`config.mk`:
```
export PLATFORM = sky130hd
export DESIGN_NAME = mips32_mem_arbiter
export DESIGN_NICKNAME = d
export VERILOG_FILES = /design/src/rtl/mips32_pkg.sv /design/src/rtl/mips32_arb_pick.sv /design/src/rtl/mips32_mem_arbiter.sv
export SDC_FILE = /design/constraint.sdc
export NUM_CORES = 1
export LEC_CHECK = 0
export ABC_CLOCK_PERIOD_IN_PS = 2500
export CAP_MARGIN = 10
export CORE_UTILIZATION = 63
export CTS_CLUSTER_DIAMETER = 30
export DETAILED_ROUTE_END_ITERATION = 10
export DONT_BUFFER_PORTS = 1
export PLACE_DENSITY = 0.82
export SYNTH_ARGS = -nofsm -noshare
export SYNTH_HDL_FRONTEND = slang
export SYNTH_HIERARCHICAL = 1
export SYNTH_SLANG_ARGS = --single-unit
```
`constraint.sdc`:
```
create_clock -name clk1 -period 2.5 [get_ports clk1]
set_input_delay 0.375 -clock clk1 [delete_from_list [all_inputs] [get_ports clk1]]
set_output_delay 0.375 -clock clk1 [all_outputs]
set_load 0.005 [all_outputs]
```
`src/rtl/mips32_pkg.sv`:
```
// mips32_pkg: shared types for the MIPS32 memory arbiter.
//   arb_state_e : arbiter FSM states (IDLE / BUSY / RESP)
//   owner_e     : which port owns the in-flight access (OWN_IF / OWN_DM)
//   ADDR_W_DEF / DATA_W_DEF : default word-address and data widths
package mips32_pkg;
  localparam int ADDR_W_DEF = 10;
  localparam int DATA_W_DEF = 32;

  typedef enum logic [1:0] {
    IDLE = 2'd0,
    BUSY = 2'd1,
    RESP = 2'd2
  } arb_state_e;

  typedef enum logic {
    OWN_IF = 1'b0,
    OWN_DM = 1'b1
  } owner_e;
endpackage

```
`src/rtl/mips32_arb_pick.sv`:
```
// mips32_arb_pick: combinational grant decision.
//   i_dm_req     : data port requesting
//   i_if_req     : fetch port requesting
//   i_starve_cnt : consecutive DM grants issued while IF was waiting
//   o_vld        : some port wins this cycle
//   o_winner     : the winning port
// DM has priority until it has starved IF for STARVE_MAX grants, then IF
// gets exactly one turn.
module mips32_arb_pick
  import mips32_pkg::*;
#(
  parameter int STARVE_MAX = 4
) (
  input  logic       i_dm_req,
  input  logic       i_if_req,
  input  logic [3:0] i_starve_cnt,
  output logic       o_vld,
  output owner_e     o_winner
);
  always_comb begin
    o_vld    = i_dm_req | i_if_req;
    o_winner = OWN_IF;
    if (i_dm_req && (i_starve_cnt < 4'(STARVE_MAX))) o_winner = OWN_DM;
    else if (i_if_req)                                o_winner = OWN_IF;
    else if (i_dm_req)                                o_winner = OWN_DM;
  end
endmodule

```
`src/rtl/mips32_mem_arbiter.sv`:
```
// mips32_mem_arbiter: shares one single-ported memory between the IF and
// MEM-stage ports, one access in flight at a time.
//   clk1, rst_n                     : clock, async active-low reset
//   if_req/if_addr/if_flush         : fetch request, address, branch flush
//   if_gnt/if_rvalid/if_rdata       : fetch grant pulse, response pulse, data
//   stall_if                        : fetch waiting for grant
//   dm_req/dm_we/dm_addr/dm_wdata   : data request (load/store)
//   dm_gnt/dm_rvalid/dm_rdata       : data grant, completion pulse, load data
//   mem_en/mem_we/mem_addr/mem_wdata: memory strobe and write side
//   mem_rdata                       : memory read data, MEM_LAT after mem_en
// Grant in cycle N, mem_rdata captured at end of N+MEM_LAT, rvalid in
// N+MEM_LAT+1. The RESP cycle also arbitrates so a waiting port is granted
// in N+MEM_LAT+2, giving one access every MEM_LAT+2 cycles.
module mips32_mem_arbiter
  import mips32_pkg::*;
#(
  parameter int ADDR_W     = ADDR_W_DEF,
  parameter int DATA_W     = DATA_W_DEF,
  parameter int MEM_LAT    = 2,
  parameter int STARVE_MAX = 4
) (
  input  logic              clk1,
  input  logic              rst_n,
  input  logic              if_req,
  input  logic [ADDR_W-1:0] if_addr,
  input  logic              if_flush,
  output logic              if_gnt,
  output logic              if_rvalid,
  output logic [DATA_W-1:0] if_rdata,
  output logic              stall_if,
  input  logic              dm_req,
  input  logic              dm_we,
  input  logic [ADDR_W-1:0] dm_addr,
  input  logic [DATA_W-1:0] dm_wdata,
  output logic              dm_gnt,
  output logic              dm_rvalid,
  output logic [DATA_W-1:0] dm_rdata,
  output logic              mem_en,
  output logic              mem_we,
  output logic [ADDR_W-1:0] mem_addr,
  output logic [DATA_W-1:0] mem_wdata,
  input  logic [DATA_W-1:0] mem_rdata
);
  arb_state_e        r_state,     w_nxt_state;
  owner_e            r_owner,     w_nxt_owner;
  logic              r_store,     w_nxt_store;
  logic              r_flushed,   w_nxt_flushed;
  logic [2:0]        r_lat_cnt,   w_nxt_lat;
  logic [3:0]        r_starve,    w_nxt_starve;
  logic              r_if_gnt,    w_nxt_if_gnt;
  logic              r_dm_gnt,    w_nxt_dm_gnt;
  logic              r_mem_en,    w_nxt_mem_en;
  logic              r_mem_we,    w_nxt_mem_we;
  logic [ADDR_W-1:0] r_mem_addr,  w_nxt_mem_addr;
  logic [DATA_W-1:0] r_mem_wdata, w_nxt_mem_wdata;
  logic              r_if_rvalid, w_nxt_if_rvalid;
  logic              r_dm_rvalid, w_nxt_dm_rvalid;
  logic [DATA_W-1:0] r_if_rdata,  w_nxt_if_rdata;
  logic [DATA_W-1:0] r_dm_rdata,  w_nxt_dm_rdata;

  logic   w_pick_vld;
  owner_e w_pick_own;
  logic   w_grant;

  mips32_arb_pick #(.STARVE_MAX(STARVE_MAX)) u_pick (
    .i_dm_req    (dm_req),
    .i_if_req    (if_req),
    .i_starve_cnt(r_starve),
    .o_vld       (w_pick_vld),
    .o_winner    (w_pick_own)
  );

  // Arbitration happens in IDLE and in the RESP cycle of the previous access.
  assign w_grant = w_pick_vld & ((r_state == IDLE) | (r_state == RESP));

  always_comb begin
    w_nxt_state     = r_state;
    w_nxt_owner     = r_owner;
    w_nxt_store     = r_store;
    w_nxt_flushed   = r_flushed;
    w_nxt_lat       = r_lat_cnt;
    w_nxt_if_gnt    = 1'b0;
    w_nxt_dm_gnt    = 1'b0;
    w_nxt_mem_en    = 1'b0;
    w_nxt_mem_we    = 1'b0;
    w_nxt_mem_addr  = r_mem_addr;
    w_nxt_mem_wdata = r_mem_wdata;
    w_nxt_if_rvalid = 1'b0;
    w_nxt_dm_rvalid = 1'b0;
    w_nxt_if_rdata  = r_if_rdata;
    w_nxt_dm_rdata  = r_dm_rdata;

    if (if_flush && (r_owner == OWN_IF) && (r_state != IDLE)) w_nxt_flushed = 1'b1;

    case (r_state)
      IDLE, RESP: begin
        if (w_grant) begin
          w_nxt_state   = BUSY;
          w_nxt_owner   = w_pick_own;
          w_nxt_flushed = 1'b0;
          w_nxt_lat     = 3'(MEM_LAT);
          w_nxt_mem_en  = 1'b1;
          if (w_pick_own == OWN_DM) begin
            w_nxt_dm_gnt    = 1'b1;
            w_nxt_store     = dm_we;
            w_nxt_mem_we    = dm_we;
            w_nxt_mem_addr  = dm_addr;
            w_nxt_mem_wdata = dm_wdata;
          end else begin
            w_nxt_if_gnt   = 1'b1;
            w_nxt_store    = 1'b0;
            w_nxt_mem_addr = if_addr;
          end
        end else begin
          w_nxt_state = IDLE;
        end
      end
      BUSY: begin
        // The grant cycle itself does not count down, so the final count of 1
        // lands exactly on cycle N+MEM_LAT when mem_rdata is valid.
        if (!r_mem_en) begin
          if (r_lat_cnt == 3'd1) begin
            w_nxt_state = RESP;
            if (r_owner == OWN_IF) begin
              w_nxt_if_rdata  = mem_rdata;
              w_nxt_if_rvalid = ~r_flushed & ~if_flush;
            end else begin
              w_nxt_dm_rdata  = r_store ? '0 : mem_rdata;
              w_nxt_dm_rvalid = 1'b1;
            end
          end else begin
            w_nxt_lat = r_lat_cnt - 3'd1;
          end
        end
      end
      default: w_nxt_state = IDLE;
    endcase
  end

  always_comb begin
    w_nxt_starve = r_starve;
    if (!if_req)                                                   w_nxt_starve = '0;
    else if (w_grant && (w_pick_own == OWN_IF))                    w_nxt_starve = '0;
    else if (w_grant && (w_pick_own == OWN_DM) && (r_starve != 4'hf)) w_nxt_starve = r_starve + 4'd1;
  end

  always_ff @(posedge clk1 or negedge rst_n) begin
    if (!rst_n) begin
      r_state     <= IDLE;
      r_owner     <= OWN_IF;
      r_store     <= 1'b0;
      r_flushed   <= 1'b0;
      r_lat_cnt   <= '0;
      r_starve    <= '0;
      r_if_gnt    <= 1'b0;
      r_dm_gnt    <= 1'b0;
      r_mem_en    <= 1'b0;
      r_mem_we    <= 1'b0;
      r_mem_addr  <= '0;
      r_mem_wdata <= '0;
      r_if_rvalid <= 1'b0;
      r_dm_rvalid <= 1'b0;
      r_if_rdata  <= '0;
      r_dm_rdata  <= '0;
    end else begin
      r_state     <= w_nxt_state;
      r_owner     <= w_nxt_owner;
      r_store     <= w_nxt_store;
      r_flushed   <= w_nxt_flushed;
      r_lat_cnt   <= w_nxt_lat;
      r_starve    <= w_nxt_starve;
      r_if_gnt    <= w_nxt_if_gnt;
      r_dm_gnt    <= w_nxt_dm_gnt;
      r_mem_en    <= w_nxt_mem_en;
      r_mem_we    <= w_nxt_mem_we;
      r_mem_addr  <= w_nxt_mem_addr;
      r_mem_wdata <= w_nxt_mem_wdata;
      r_if_rvalid <= w_nxt_if_rvalid;
      r_dm_rvalid <= w_nxt_dm_rvalid;
      r_if_rdata  <= w_nxt_if_rdata;
      r_dm_rdata  <= w_nxt_dm_rdata;
    end
  end

  assign if_gnt    = r_if_gnt;
  assign dm_gnt    = r_dm_gnt;
  // A flush arriving in the response cycle still kills the pulse.
  assign if_rvalid = r_if_rvalid & ~if_flush;
  assign dm_rvalid = r_dm_rvalid;
  assign if_rdata  = r_if_rdata;
  assign dm_rdata  = r_dm_rdata;
  assign mem_en    = r_mem_en;
  assign mem_we    = r_mem_we;
  assign mem_addr  = r_mem_addr;
  assign mem_wdata = r_mem_wdata;
  assign stall_if  = if_req & ~r_if_gnt;
endmodule

```
=== Yosys cells after proc, flatten, opt, wreduce, memory -nomap -nowiden ===
Cells that the tools add are included.

* Add/sub/neg operators: 2
* Multipliers: 0
* Divide/modulo/power cells: 0
* Magnitude comparators: 1
* Equal/unequal tests: 9
* Shifts and indexed selects: 0
* Mux-type cells: 38
* Bitwise logic cells: 12
* Reduce and logical (&&, ||, !) cells: 16

{| class="wikitable"
|+ Operators with widths
! cell !! number
|-
| 32-bit 2-to-1 mux || 1
|-
| 1-bit 2-to-1 mux || 26
|-
| 4-bit 2-to-1 mux || 3
|-
| 4-bit AND reduction || 3
|-
| 10-bit 2-to-1 mux || 1
|-
| 3-bit 2-to-1 mux || 3
|-
| 2-bit != test (second input constant) || 4
|-
| 1-bit logical AND || 6
|-
| 1-bit NOT || 6
|-
| 3-bit case mux with 2 select lines || 1
|-
| 4-bit by 1-bit adder with 4-bit output (second input constant) || 1
|-
| 1-bit bitwise AND || 4
|-
| 4-bit by 3-bit less-than comparator with 1-bit output (second input constant) || 1
|-
| 2-bit 2-to-1 mux || 2
|-
| 4-bit != test (second input constant) || 1
|-
| 2-bit case mux with 2 select lines || 1
|-
| 2-bit AND reduction || 2
|-
| 2-bit nonzero test || 2
|-
| 3-bit by 1-bit equality test with 1-bit output (second input constant) || 1
|-
| 3-bit by 1-bit != test with 1-bit output (second input constant) || 1
|-
| 3-bit AND reduction || 1
|-
| 3-bit by 1-bit subtractor with 3-bit output (second input constant) || 1
|-
| 2-bit by 1-bit equality test with 1-bit output (second input constant) || 1
|-
| 2-bit equality test (second input constant) || 1
|-
| other kinds (3) || 4
|}

* Bits in registers: 124
* Bits in latches: 0
* RAM bits: 0
* Memory bits (read-only): 0
* Input port bits: 90
* Logic and storage cells: 94
* Memories kept: 0

=== Depth between registers and ports, before layout ===
* Depth in word-level cells: 8
* Mapped depth: 7
* Depth with buffers taken out: 6

=== By module ===
Netlist, hierarchy kept.

{| class="wikitable"
|+ Modules (own cells, without submodules)
! module !! times used !! cells each !! area an instance (µm²)
|-
| mips32_mem_arbiter || 1 || 359 || 5,097.4
|-
| mips32_arb_pick || 1 || 3 || 17.5
|}

=== Worst setup path before layout ===
Ideal clock, no wire load.

* Path type: register to register
* Start point: register r_lat_cnt[1]
* End point: register r_if_rdata[10], in the netlist if_rdata[10]
* Arrival time: 1,633 ps
* Data required time: 2,375 ps
* Path slack: 742 ps
* Stages on the path, launching flop included: 7
* Buffers on the path: 1
* Clock period less this slack: 1,758 ps
* Cell sequence: dfrtp_1 -> inv_1 -> ha_1 -> nand2b_1 -> nor4_4 -> buf_6 -> mux2_2

* Cells in the longest elaborated chain, start to end: 2

{| class="wikitable"
|+ Ends and longest elaborated chain
! item !! RTL line !! RTL
|-
| start: declaration || mips32_mem_arbiter.sv:48 || <nowiki>logic [2:0] r_lat_cnt, w_nxt_lat;</nowiki>
|-
| start signal: assignment || mips32_mem_arbiter.sv:170 || <nowiki>r_lat_cnt <= w_nxt_lat;</nowiki>
|-
| 3-bit by 1-bit equality test with 1-bit output || mips32_mem_arbiter.sv:122 || <nowiki>if (r_lat_cnt == 3'd1) begin</nowiki>
|-
| 4-bit AND reduction (no line) || -- ||
|-
| end signal: assignment || mips32_mem_arbiter.sv:180 || <nowiki>r_if_rdata <= w_nxt_if_rdata;</nowiki>
|-
| end: declaration || mips32_mem_arbiter.sv:58 || <nowiki>logic [DATA_W-1:0] r_if_rdata, w_nxt_if_rdata;</nowiki>
|}

No other way between the ends.
A chain may end at the register's enable or synchronous reset.

=== Worst setup path after layout ===
* Start point: register r_lat_cnt[1]
* End point: register r_if_rdata[13], in the netlist if_rdata[13]

The elaborated chain is that of the path after synthesis.

==> impl_results.html <==
<table>
<tr><th>Metric</th><th>Value</th></tr>
<tr><th colspan="2">Worst setup path</th></tr>
<tr><td>Worst EP arrival</td><td>2.37 ns</td></tr>
<tr><td>Crit path capture type</td><td>register</td></tr>
<tr><td>CP max stage cell</td><td>sky130_fd_sc_hd__buf_4</td></tr>
<tr><td>Maximum net fanout on the critical path</td><td>33</td></tr>
<tr><td>Critical setup path kind</td><td>reg -&gt; reg</td></tr>
<tr><td>Launching element of the worst setup path</td><td>r_lat_cnt[1]</td></tr>
<tr><td>Worst flop-to-flop path startpoint</td><td>r_lat_cnt[1]</td></tr>
<tr><td>Sort of element at the start of the critical path</td><td>register</td></tr>
<tr><td>Critical path data required time</td><td>2.87 ns</td></tr>
<tr><td>CP Cell Sequence</td><td>inv_1 &gt; ha_1 &gt; nand2b_1 &gt; nor4_4 &gt; buf_4 &gt; mux2_2</td></tr>
<tr><td>Stage delay of the slowest cell on the critical path</td><td>0.43 ns</td></tr>
<tr><th colspan="2">Yosys</th></tr>
<tr><td>Most used flip-flop cell after synthesis</td><td>sky130_fd_sc_hd__dfrtp_1</td></tr>
<tr><td>Flip-flop and latch count after synthesis</td><td>124</td></tr>
<tr><td>Sequential element share of the synthesized area</td><td>60.7%</td></tr>
<tr><td>Post-Synthesis Cell Area</td><td>5110 um^2</td></tr>
<tr><td>Syn_nets</td><td>455</td></tr>
<tr><td>Mean instance size in the synthesized netlist</td><td>14.1 um^2</td></tr>
<tr><td>Fraction of registers with async set/reset</td><td>100%</td></tr>
<tr><td>EDFF count, synth</td><td>0</td></tr>
<tr><td>Post-Synthesis Cells</td><td>362</td></tr>
<tr><td>Count of warnings emitted by yosys</td><td>6</td></tr>
<tr><td>Distinct cell type count after synthesis</td><td>36</td></tr>
<tr><th colspan="2">Global route</th></tr>
<tr><td>Met3 usage</td><td>8.62%</td></tr>
<tr><td>Vias in the first global route</td><td>3,043</td></tr>
<tr><td>First-pass GRT wire length</td><td>15,200 um</td></tr>
<tr><td>Met2 capacity usage during global routing</td><td>41.4%</td></tr>
<tr><td>Initial antenna violation count</td><td>0</td></tr>
<tr><td>Most used routing layer in global routing</td><td>met2</td></tr>
<tr><td>Largest net degree at the start of global routing</td><td>125</td></tr>
<tr><td>Global-route usage over all layers</td><td>23.7%</td></tr>
<tr><td>Met1 Use GR</td><td>26.3%</td></tr>
<tr><td>Final global-route overflow total</td><td>0</td></tr>
<tr><th colspan="2">Clock tree</th></tr>
<tr><td>Worst-case clock buffer depth</td><td>2</td></tr>
<tr><td>Clock tree from TritonCTS</td><td>done</td></tr>
<tr><td>Clock-pin slew on the worst setup and hold paths</td><td>0.06 ns</td></tr>
<tr><td>Number of H-tree levels</td><td>4</td></tr>
<tr><td>Insertion delay to the later sink of the worst-skew pair</td><td>0.49 ns</td></tr>
<tr><td>TritonCTS buffer count</td><td>17</td></tr>
<tr><td>Clock tree sinks</td><td>124</td></tr>
<tr><td>Clock tree root buffer cell</td><td>sky130_fd_sc_hd__clkbuf_8</td></tr>
<tr><td>Hold buffer count at CTS</td><td>3</td></tr>
<tr><th colspan="2">Timing</th></tr>
<tr><td>WHS</td><td>-0.427 ns</td></tr>
<tr><td>Share of the clock period used by the worst path after layout</td><td>79.7%</td></tr>
<tr><td>Achievable clock frequency</td><td>502 MHz</td></tr>
<tr><td>Max Clock Skew</td><td>0.00606 ns</td></tr>
<tr><td>Final sum of negative setup slack</td><td>0 ns</td></tr>
<tr><td>Final setup violation count</td><td>0</td></tr>
<tr><td>Minimum period implied by the final worst setup slack</td><td>1.99 ns</td></tr>
<tr><td>Hold violation total from the final report</td><td>124</td></tr>
<tr><td>Unrepaired setup endpoints after global routing</td><td>no</td></tr>
<tr><td>Worst rel slew slack</td><td>69.6%</td></tr>
<tr><td>Slew @ Worst Pin</td><td>0.456 ns</td></tr>
<tr><td>Max-slew violations</td><td>0</td></tr>
<tr><th colspan="2">Die</th></tr>
<tr><td>Chip width</td><td>92.1 um</td></tr>
<tr><td>Effective utilization at floorplan</td><td>65.5%</td></tr>
<tr><td>IO Pins</td><td>203</td></tr>
<tr><td>Die boundary height</td><td>92.1 um</td></tr>
<tr><td>Cell Rows</td><td>32</td></tr>
<tr><td>Area of the die</td><td>8480 um^2</td></tr>
<tr><td>Area of the placeable core</td><td>7810 um^2</td></tr>
<tr><th colspan="2">Power and ir drop</th></tr>
<tr><td>Part of the total power dissipated in sequential elements</td><td>48.0%</td></tr>
<tr><td>Pwr dens</td><td>1330 nW/um^2</td></tr>
<tr><td>Total power of the final layout</td><td>7.77 mW</td></tr>
<tr><td>Net switching power figure</td><td>2.22 mW</td></tr>
<tr><td>Clk network pwr share</td><td>32.0%</td></tr>
<tr><td>Lkg Pwr</td><td>2.63 nW</td></tr>
<tr><td>Peak supply drop</td><td>0.769 mV</td></tr>
<tr><td>Fraction of power spent switching nets</td><td>28.6%</td></tr>
<tr><td>Internal Dissipation</td><td>5.55 mW</td></tr>
<tr><td>Combinational Power Share</td><td>20.0%</td></tr>
<tr><th colspan="2">Detailed routing</th></tr>
<tr><td>Detailed Route Iter0 Violations</td><td>94</td></tr>
<tr><td>Number of iterations in the first detailed-routing pass</td><td>4</td></tr>
<tr><td>Drc violations</td><td>0</td></tr>
<tr><td>Total wirelength of the detailed-routed design</td><td>9470 um</td></tr>
<tr><td>Post-DR vias/cell</td><td>5.89</td></tr>
<tr><td>Residual antenna-violating net count after detailed routing</td><td>0</td></tr>
<tr><td>Final routed wire length divided by cell count</td><td>19.4 um</td></tr>
<tr><td>Total via count in the routed design</td><td>2,868</td></tr>
<tr><th colspan="2">Cells and area</th></tr>
<tr><td>Share of the core filled with cells in the final layout</td><td>74.6%</td></tr>
<tr><td>Count of nets after finishing</td><td>466</td></tr>
<tr><td>Share of post-route cells with drive strength above 1</td><td>35.3%</td></tr>
<tr><td>Relative area change from synthesis to final layout</td><td>13.9%</td></tr>
<tr><td>Ant. Diodes</td><td>0</td></tr>
<tr><td>Number of fillers in the final layout</td><td>498</td></tr>
<tr><th colspan="2">Placement</th></tr>
<tr><td>Final estimated routing congestion in global placement</td><td>0.739</td></tr>
<tr><td>Port buffer count</td><td>0</td></tr>
<tr><td>HPWL after detailed placement</td><td>6400 um</td></tr>
<tr><th colspan="2">Run status</th></tr>
<tr><td>Result of the run</td><td>finished, violations left</td></tr>
<tr><td>Violated checks</td><td>hold timing</td></tr>
<tr><th colspan="2">Hold path</th></tr>
<tr><td>Type of the worst min-delay path</td><td>in -&gt; async</td></tr>
<tr><th colspan="2">Job</th></tr>
<tr><td>Reported max-cap violation count</td><td>0</td></tr>
</table>
==> metrics by stage <==
stage / area (um^2) / worst slack (ns) / hold WS, ns / cells
floorplan: 5110 / 0.742 / 0.0794 / 362
global placement: 5180 / 0.610 / 0.0815 / 453
detailed placement: 5180 / 0.523 / 0.0815 / 453
CTS: 5830 / 0.509 / -0.451 / 487
global route: 5830 / 0.363 / -0.458 / 487
finish: 5830 / 0.507 / -0.427 / 487
==> area by class of cell <==
class,instances,area [um^2],share of cell area (%)
sequential,124,3100,53.3
timing repair buffer,9,87.6,1.50
multi-input combinational,215,1870,32.1
inverter,6,22.5,0.387
tap,102,128,2.19
clock buffer,20,445,7.64
clock inverter,11,168,2.88
==> sequential cells by signal (all words and copies together), names as in the netlist <==
| register | count |
|---|---|
| r_if_rvalid | 1 |
| mem_we | 1 |
| if_rdata | 32 |
| r_owner | 1 |
| r_starve | 4 |
| dm_rdata | 32 |
| r_state | 2 |
| r_lat_cnt | 3 |
| mem_wdata | 32 |
| mem_addr | 10 |
| mem_en | 1 |
| if_gnt | 1 |
| r_store | 1 |
| dm_gnt | 1 |
| dm_rvalid | 1 |
| r_flushed | 1 |
==> synthesized netlist by cell type (2+ instances only) <==
master / count / share of area [%]
sky130_fd_sc_hd__nand2_1: 16 / 1.2
sky130_fd_sc_hd__buf_2: 6 / 0.59
sky130_fd_sc_hd__clkbuf_1: 5 / 0.37
sky130_fd_sc_hd__and2_1: 2 / 0.24
sky130_fd_sc_hd__a21oi_1: 2 / 0.20
sky130_fd_sc_hd__mux2i_1: 12 / 2.3
sky130_fd_sc_hd__nor3b_1: 3 / 0.44
sky130_fd_sc_hd__buf_6: 6 / 1.3
sky130_fd_sc_hd__inv_1: 6 / 0.44
sky130_fd_sc_hd__ha_1: 3 / 0.73
sky130_fd_sc_hd__dfrtp_1: 124 / 61
sky130_fd_sc_hd__a211oi_1: 2 / 0.29
sky130_fd_sc_hd__o21ai_0: 13 / 1.3
sky130_fd_sc_hd__nor2_1: 9 / 0.66
sky130_fd_sc_hd__xnor2_1: 2 / 0.34
sky130_fd_sc_hd__mux2_2: 95 / 21
sky130_fd_sc_hd__nor2b_1: 35 / 4.3
sky130_fd_sc_hd__nand2b_1: 3 / 0.37
==> worst max-delay path: cells and delay by family, from the launching register on <==
kind / cells / cell delay [ns]
and+or+nand+nor: 2 / 0.38
adders and majority gates: 1 / 0.17
buffers and inverters: 2 / 0.53
DFF: 1 / 0.37
muxes: 1 / 0.40
==> cells in the final DEF, fill, tap and decap left out, types with 2 or more instances in the layout <==
master and n:
sky130_fd_sc_hd__clkinvlp_4 2, sky130_fd_sc_hd__a21oi_1 2, sky130_fd_sc_hd__nand2b_1 3, sky130_fd_sc_hd__clkbuf_16 16
sky130_fd_sc_hd__o21ai_0 13, sky130_fd_sc_hd__clkinv_2 3, sky130_fd_sc_hd__nor3b_1 3, sky130_fd_sc_hd__nand2_1 16
sky130_fd_sc_hd__buf_4 5, sky130_fd_sc_hd__dlygate4sd3_1 3, sky130_fd_sc_hd__ha_1 3, sky130_fd_sc_hd__clkinv_4 2
sky130_fd_sc_hd__bufinv_16 4, sky130_fd_sc_hd__mux2i_1 12, sky130_fd_sc_hd__a211oi_1 2, sky130_fd_sc_hd__xnor2_1 2
sky130_fd_sc_hd__nor2_1 9, sky130_fd_sc_hd__and2_1 2, sky130_fd_sc_hd__inv_1 6, sky130_fd_sc_hd__nor2b_1 35
sky130_fd_sc_hd__clkbuf_8 3, sky130_fd_sc_hd__mux2_2 95, sky130_fd_sc_hd__dfrtp_1 124
==> routing by layer <==
metal | up-vias | part of all wire (%)
met4 | 0 | 2.2
li1 | 1262 | -
met3 | 20 | 7.4
met1 | 1460 | 37
met5 | - | 0
met2 | 126 | 53
==> path summary, 6_finish.rpt <==
kind                                  to  slack, ns  cells after the start
setup reg to reg            if_rdata[13]       0.51                      6
setup / recovery            if_rdata[13]       0.51                      6
hold / removal               if_rdata[9]      -0.43                      0
hold reg to reg              r_if_rvalid       0.46                      1
max in group asynchronous        r_owner       2.72                      0
min in group clk1          mem_wdata[23]       0.03                      1
==> timing repair <==
item | in CTS | in global routing
endpoints found under the hold margin | 128 | 124
setup buffers | 0 | 0
gates resized for setup | 0 | 0
==> power groups by stage <==
stage | clock [mW] | sequential, mW | combinational, mW
after global placement | 0 | 3.74 | 1.46
after detailed placement | 0 | 3.77 | 1.57
final | 2.49 | 3.73 | 1.55
after floorplan | 0 | 3.53 | 1.36
after global routing | 2.62 | 3.85 | 1.73
after CTS | 2.53 | 3.75 | 1.58
==> logic make-up after synthesis <==
logic type / Yosys count / share of synthesized area [%]
buffers and inverters: 23 / 2.72
multiplexers: 108 / 23.5
flip-flops: 124 / 60.7
AO/OA/AOI/OAI: 25 / 2.96
AND/OR/NAND/NOR: 77 / 9.10
XOR/XNOR: 2 / 0.343
adder cells (fa/ha/maj): 3 / 0.734
(Power assumes the default switching activity.)
